**src/rtl/vga_note_sched.sv**
```systemverilog
// Note-display sequencer: full-screen clears, slot erase, glyph engine kick-off and pixel forwarding.
// Optional draw watchdog enabled by defining VGA_NOTE_SCHED_TIMEOUT_EN.
module vga_note_sched #(
  parameter int X0         = 8,
  parameter int Y0         = 20,
  parameter int SLOT_PITCH = 40,
  parameter int REGION_W   = 36,
  parameter int REGION_H   = 12
`ifdef VGA_NOTE_SCHED_TIMEOUT_EN
  , parameter int TIMEOUT_CYC = 1024
`endif
) (
  input  logic       clk,
  input  logic       resetn,
  input  logic       note_valid,
  output logic       note_ready,
  input  logic [3:0] note_in,
  input  logic [1:0] octave_in,
  input  logic [1:0] slot_in,
  input  logic       clr_req,
  output logic       draw_start,
  output logic [3:0] draw_note,
  output logic [1:0] draw_octave,
  output logic [7:0] draw_x,
  output logic [6:0] draw_y,
  input  logic       draw_done,
  input  logic [7:0] eng_x,
  input  logic [6:0] eng_y,
  input  logic [2:0] eng_colour,
  input  logic       eng_we,
  output logic [7:0] x_out,
  output logic [6:0] y_out,
  output logic [2:0] colour,
  output logic       writeEn,
`ifdef VGA_NOTE_SCHED_TIMEOUT_EN
  output logic       draw_timeout,
`endif
  output logic       busy
);

  typedef enum logic [2:0] {INIT_CLEAR, IDLE, FULL_CLEAR, ERASE, DRAW_START, DRAW_WAIT} state_t;

  localparam logic [6:0] OY   = 7'(Y0);
  localparam logic [7:0] W_LM = 8'(REGION_W - 1);
  localparam logic [6:0] H_LM = 7'(REGION_H - 1);

  state_t     state;
  logic [7:0] cx;
  logic [6:0] cy;
  logic       pend_clr;
  logic       ready_q;
  logic [3:0] note_q;
  logic [1:0] oct_q;
  logic [1:0] slot_q;
  logic       accept;
`ifdef VGA_NOTE_SCHED_TIMEOUT_EN
  logic [$clog2(TIMEOUT_CYC+1)-1:0] tcnt;
`endif

  function automatic logic [7:0] origin(input logic [1:0] s);
    return 8'(X0 + int'(s) * SLOT_PITCH);
  endfunction

  // ready_q is the registered IDLE/no-pending-clear term; a same-cycle clr_req
  // must still block acceptance because the clear wins.
  assign note_ready = ready_q & ~clr_req;
  assign accept     = note_valid & note_ready;

  always_ff @(posedge clk or negedge resetn) begin
    if (!resetn) begin
      state       <= INIT_CLEAR;
      cx          <= '0;
      cy          <= '0;
      pend_clr    <= 1'b0;
      ready_q     <= 1'b0;
      note_q      <= '0;
      oct_q       <= '0;
      slot_q      <= '0;
      draw_start  <= 1'b0;
      draw_note   <= '0;
      draw_octave <= '0;
      draw_x      <= '0;
      draw_y      <= '0;
      x_out       <= '0;
      y_out       <= '0;
      colour      <= '0;
      writeEn     <= 1'b0;
      busy        <= 1'b0;
`ifdef VGA_NOTE_SCHED_TIMEOUT_EN
      tcnt         <= '0;
      draw_timeout <= 1'b0;
`endif
    end else begin
      draw_start <= 1'b0;
      case (state)
        INIT_CLEAR, FULL_CLEAR: begin
          writeEn <= 1'b1;
          colour  <= 3'b000;
          x_out   <= cx;
          y_out   <= cy;
          busy    <= 1'b1;
          ready_q <= 1'b0;
          if (cx == 8'd159) begin
            cx <= '0;
            if (cy == 7'd119) begin
              cy      <= '0;
              state   <= IDLE;
              busy    <= 1'b0;
              ready_q <= 1'b1;
            end else cy <= cy + 7'd1;
          end else cx <= cx + 8'd1;
        end
        IDLE: begin
          writeEn <= 1'b0;
          if (clr_req || pend_clr) begin
            state    <= FULL_CLEAR;
            pend_clr <= 1'b0;
            cx       <= '0;
            cy       <= '0;
            busy     <= 1'b1;
            ready_q  <= 1'b0;
          end else if (accept) begin
            // Pixel (0,0) of the erase goes out on this edge; counters point at the next one.
            note_q  <= note_in;
            oct_q   <= octave_in;
            slot_q  <= slot_in;
            x_out   <= origin(slot_in);
            y_out   <= OY;
            colour  <= 3'b000;
            writeEn <= 1'b1;
            cx      <= 8'd1;
            cy      <= '0;
            state   <= ERASE;
            busy    <= 1'b1;
            ready_q <= 1'b0;
`ifdef VGA_NOTE_SCHED_TIMEOUT_EN
            draw_timeout <= 1'b0;
`endif
          end else begin
            busy    <= 1'b0;
            ready_q <= 1'b1;
          end
        end
        ERASE: begin
          if (clr_req) pend_clr <= 1'b1;
          writeEn <= 1'b1;
          colour  <= 3'b000;
          x_out   <= origin(slot_q) + cx;
          y_out   <= OY + cy;
          if (cx == W_LM) begin
            cx <= '0;
            if (cy == H_LM) begin
              cy <= '0;
              if (note_q == 4'd0) begin
                state   <= IDLE;
                busy    <= 1'b0;
                ready_q <= !(pend_clr || clr_req);
              end else state <= DRAW_START;
            end else cy <= cy + 7'd1;
          end else cx <= cx + 8'd1;
        end
        DRAW_START: begin
          if (clr_req) pend_clr <= 1'b1;
          writeEn     <= 1'b0;
          draw_start  <= 1'b1;
          draw_note   <= note_q;
          draw_octave <= oct_q;
          draw_x      <= origin(slot_q);
          draw_y      <= OY;
          state       <= DRAW_WAIT;
`ifdef VGA_NOTE_SCHED_TIMEOUT_EN
          tcnt        <= '0;
`endif
        end
        DRAW_WAIT: begin
          if (clr_req) pend_clr <= 1'b1;
          x_out   <= eng_x;
          y_out   <= eng_y;
          colour  <= eng_colour;
          writeEn <= eng_we;
          if (draw_done) begin
            state   <= IDLE;
            writeEn <= 1'b0;
            busy    <= 1'b0;
            ready_q <= !(pend_clr || clr_req);
          end
`ifdef VGA_NOTE_SCHED_TIMEOUT_EN
          else if (tcnt == ($bits(tcnt))'(TIMEOUT_CYC - 1)) begin
            state        <= IDLE;
            writeEn      <= 1'b0;
            busy         <= 1'b0;
            ready_q      <= !(pend_clr || clr_req);
            draw_timeout <= 1'b1;
          end else tcnt <= tcnt + 1'b1;
`endif
        end
        default: state <= IDLE;
      endcase
    end
  end

endmodule

```
**config.mk**
```make
export PLATFORM = sky130hd
export DESIGN_NAME = vga_note_sched
export DESIGN_NICKNAME = d
export VERILOG_FILES = /design/src/rtl/vga_note_sched.sv
export SDC_FILE = /design/constraint.sdc
export NUM_CORES = 1
export LEC_CHECK = 0
export CAP_MARGIN = 40
export CORE_MARGIN = 2
export CORE_UTILIZATION = 30
export CTS_CLUSTER_DIAMETER = 30
export DETAILED_ROUTE_END_ITERATION = 8
export GPL_ROUTABILITY_DRIVEN = 0
export MAX_ROUTING_LAYER = met4
export RECOVER_POWER = 100
export SETUP_SLACK_MARGIN = 0.02
export SYNTH_ARGS = -nofsm -noshare
export SYNTH_HDL_FRONTEND = slang
export SYNTH_SLANG_ARGS = --single-unit
```
**constraint.sdc**
```tcl
create_clock -name clk -period 5 [get_ports clk]
set_input_delay 1 -clock clk [delete_from_list [all_inputs] [get_ports clk]]
set_output_delay 1 -clock clk [all_outputs]
set_load 0.01 [all_outputs]
```
==> results.py <==
metrics = {
    "worst_setup_path": {
        "end_kind": "primary output",
        "start_kind": "input pin",
        "crit_fanout": 4,
        "worst-setup-path-type": "input pin to primary output",
        "crit_arrival_ns": 2.33,
        "worstPathRequired_ns": 4.00,
    },
    "cts": {
        "cts-resized-gates": 0,
        "post_cts_buffers": 0,
        "cts_buffers": 9,
        "cts_buffer_depth": 2,
        "cts.clk_slew.worst_paths_ns": 0.05,
        "cts.htree.levels": 3,
        "cts_sinks": 61,
        "cts_tree": "done",
        "cts_root_buf": "clkbuf_16",
        "ctsHoldBuffers": 0,
        "worstSkewPairLatency_ns": 0.33,
    },
    "finish": {
        "nets": 495,
        "stdcell_count": 599,
        "drive_above_1_share": 0.0863,
        "final_common_cell": "nand2_1",
        "multi_input_area_mm2": 0.00187,
        "filler_cell_count": 1203,
        "final_cell_mix": "nand2_1, dfrtp_1, dlygate4sd3_1",
        "diodes": 0,
        "layout-area-overhead-vs-synth_pct": 26.1,
        "register_area_mm2": 0.00153,
    },
    "die": {
        "start_util": 0.305,
        "ioPinCount": 75,
        "die_y_um": 114,
        "core-area_mm2": 0.0120,
        "design.die.area_mm2": 0.0131,
        "fp.dieW_um": 114,
        "num_rows": 40,
    },
    "sta": {
        "max_slew_margin": 0.421,
        "tightest_slew_ns": 0.860,
        "maxSlewViolCount": 0,
        "finalCriticalPeriod_ns": 3.33,
        "finalSetupViolations": 0,
        "max_freq_mhz": 300,
        "rsz0062_at_grt": "no",
        "hold_viol_final": 0,
        "fin_tns_setup_ns": 0,
        "finalClockSkew_ns": 0.00587,
        "period_share": 0.666,
    },
    "global_route": {
        "grt_use_met3": 0.0376,
        "grt.met2_usage": 0.222,
        "grt_pass1_vias": 2916,
        "grt_first_pass_wirelength_um": 14900,
        "grt-ovfl-total": 0,
        "busiest_layer": "met2",
        "antenna_found_initial": 0,
        "grt_usage": 0.152,
        "grt_max_degree": 62,
        "met1_usage": 0.205,
    },
    "yosys": {
        "ys_types": 67,
        "synth_edf_count": 0,
        "synth-seq-cells": 61,
        "synth_ff_type": "dfrtp_1",
        "async_flop_share": 1.00,
        "syn_area_mm2": 0.00365,
        "syn_inst": 387,
        "synth.avg_cell_area_um2": 9.42,
        "ys_warn_count": 0,
        "ys_seq_area_frac": 0.419,
    },
    "power": {
        "p_total_w": 0.00111,
        "cellPowerDensity_mw_per_mm2": 242,
        "vdd_drop_max_mv": 0.127,
        "p_leak_nw": 2.09,
    },
    "routing": {
        "num_vias": 3012,
        "drc": 0,
        "drtAntennaViolNets": 0,
        "drtPass1Iterations": 5,
        "avgRoutedWirePerCell_um": 15.0,
        "drt_iter0_drc": 221,
        "drt-total-wl_um": 9010,
        "viasPerCell": 5.03,
    },
    "worst_hold_path": {
        "min_path_type": "register to register",
    },
    "placed_design": {
        "dp.cells": 583,
        "port_buffers": 66,
        "dp_hpwl_um": 6500,
    },
    "run_status": {
        "status": "finished, final reports clean",
    },
    "job": {
        "max-cap-violations": 0,
    },
}
==> metrics by stage <==
step	area (µm²)	hold slack (ns)	util	worst slack (ns)
6_report	4600	0.463	0.384	1.67
5_1_grt	4600	0.499	0.384	1.58
4_1_cts	4630	0.470	0.387	1.79
3_5_place_dp	4360	0.460	0.364	1.78
3_3_place_gp	4360	0.451	0.364	1.82
2_1_floorplan	3670	0.433	-	2.72
==> cell usage after synthesis (3+ instances only) <==
| library cell | count | area (µm²) |
|---|---|---|
| nand2_1 | 69 | 259 |
| dfrtp_1 | 61 | 1530 |
| o21ai_0 | 24 | 120 |
| inv_1 | 19 | 71.3 |
| nor2_1 | 18 | 67.6 |
| a22o_1 | 16 | 140 |
| ha_1 | 15 | 188 |
| mux2_2 | 12 | 135 |
| a21oi_1 | 11 | 55.1 |
| buf_4 | 9 | 67.6 |
| nor2b_1 | 9 | 56.3 |
| o21ai_1 | 9 | 45.0 |
| a31oi_1 | 8 | 50.1 |
| clkbuf_1 | 8 | 30.0 |
| nand2b_1 | 8 | 50.1 |
| a221oi_1 | 6 | 52.6 |
| buf_2 | 5 | 25.0 |
| o22ai_1 | 5 | 31.3 |
| a22oi_1 | 4 | 30.0 |
| and3_1 | 4 | 25.0 |
| nor3_1 | 4 | 20.0 |
| and2_1 | 3 | 18.8 |
| clkbuf_8 | 3 | 41.3 |
| mux2i_1 | 3 | 30.0 |
| nand4_1 | 3 | 18.8 |
| o32ai_1 | 3 | 26.3 |
==> cell type report <==
cell class / instances / share of cell area
Clock buffer: 15 / 0.0582
Clock inverter: 1 / 0.00109
Inverter: 20 / 0.0163
Multi-Input combinational cell: 287 / 0.407
Sequential cell: 61 / 0.332
Tap cell: 147 / 0.0400
Timing Repair Buffer: 68 / 0.146
==> cells by family after synthesis <==
kind of cell	Yosys count	synth area share
other cells	1	0.00103
mux	16	0.0494
compound gates	107	0.206
flops	61	0.419
xor+xnor	2	0.00481
buf+inv	46	0.0666
fa+ha+maj	16	0.0570
simple gates	138	0.197
==> flip-flops by register name, summed over array words and instances (netlist names) <==
register,count
busy,1
colour,3
cx,8
cy,7
draw_note,4
draw_octave,2
draw_start,1
draw_x,5
draw_y,1
note_q,4
oct_q,2
pend_clr,1
ready_q,1
slot_q,2
state,3
writeEn,1
x_out,8
y_out,7
==> path summary, 6_finish.rpt <==
| path | depth (start not counted) | slack, ns | start | endpoint |
|---|---|---|---|---|
| max reg2reg | 5 | 1.87 | state[0]$_DFFE_PN0P_ | x_out[6]$_DFFE_PN0P_ |
| max in group asynchronous | 2 | 3.65 | resetn | x_out[3]$_DFFE_PN0P_ |
| min | 2 | 0.46 | draw_x[7]$_DFFE_PN0P_ | draw_x[7]$_DFFE_PN0P_ |
| max | 3 | 1.67 | clr_req | note_ready |
| min in group asynchronous | 2 | 0.83 | resetn | draw_note[1]$_DFFE_PN0P_ |
| min reg2reg | 2 | 0.46 | draw_x[7]$_DFFE_PN0P_ | draw_x[7]$_DFFE_PN0P_ |
==> per-layer routing <==
layer | vias up | share of wire
met5 | - | 0
met4 | 0 | 0.017
met3 | 16 | 0.054
met2 | 89 | 0.45
met1 | 1416 | 0.48
li1 | 1491 | -
==> where the power goes <==
part / internal [W] / switching [W]
Sequential: 0.000494 / 0
Combinational: 0.0000239 / 0.0000217
Clock: 0.000362 / 0.000211
Total: 0.000880 / 0.000233
==> worst max-delay path, stage by stage <==
cell and delay [ns]:
dlygate4sd3_1 0.59, nor2b_1 0.13, dlygate4sd3_1 0.61
Power figures use the tool's default switching activity.
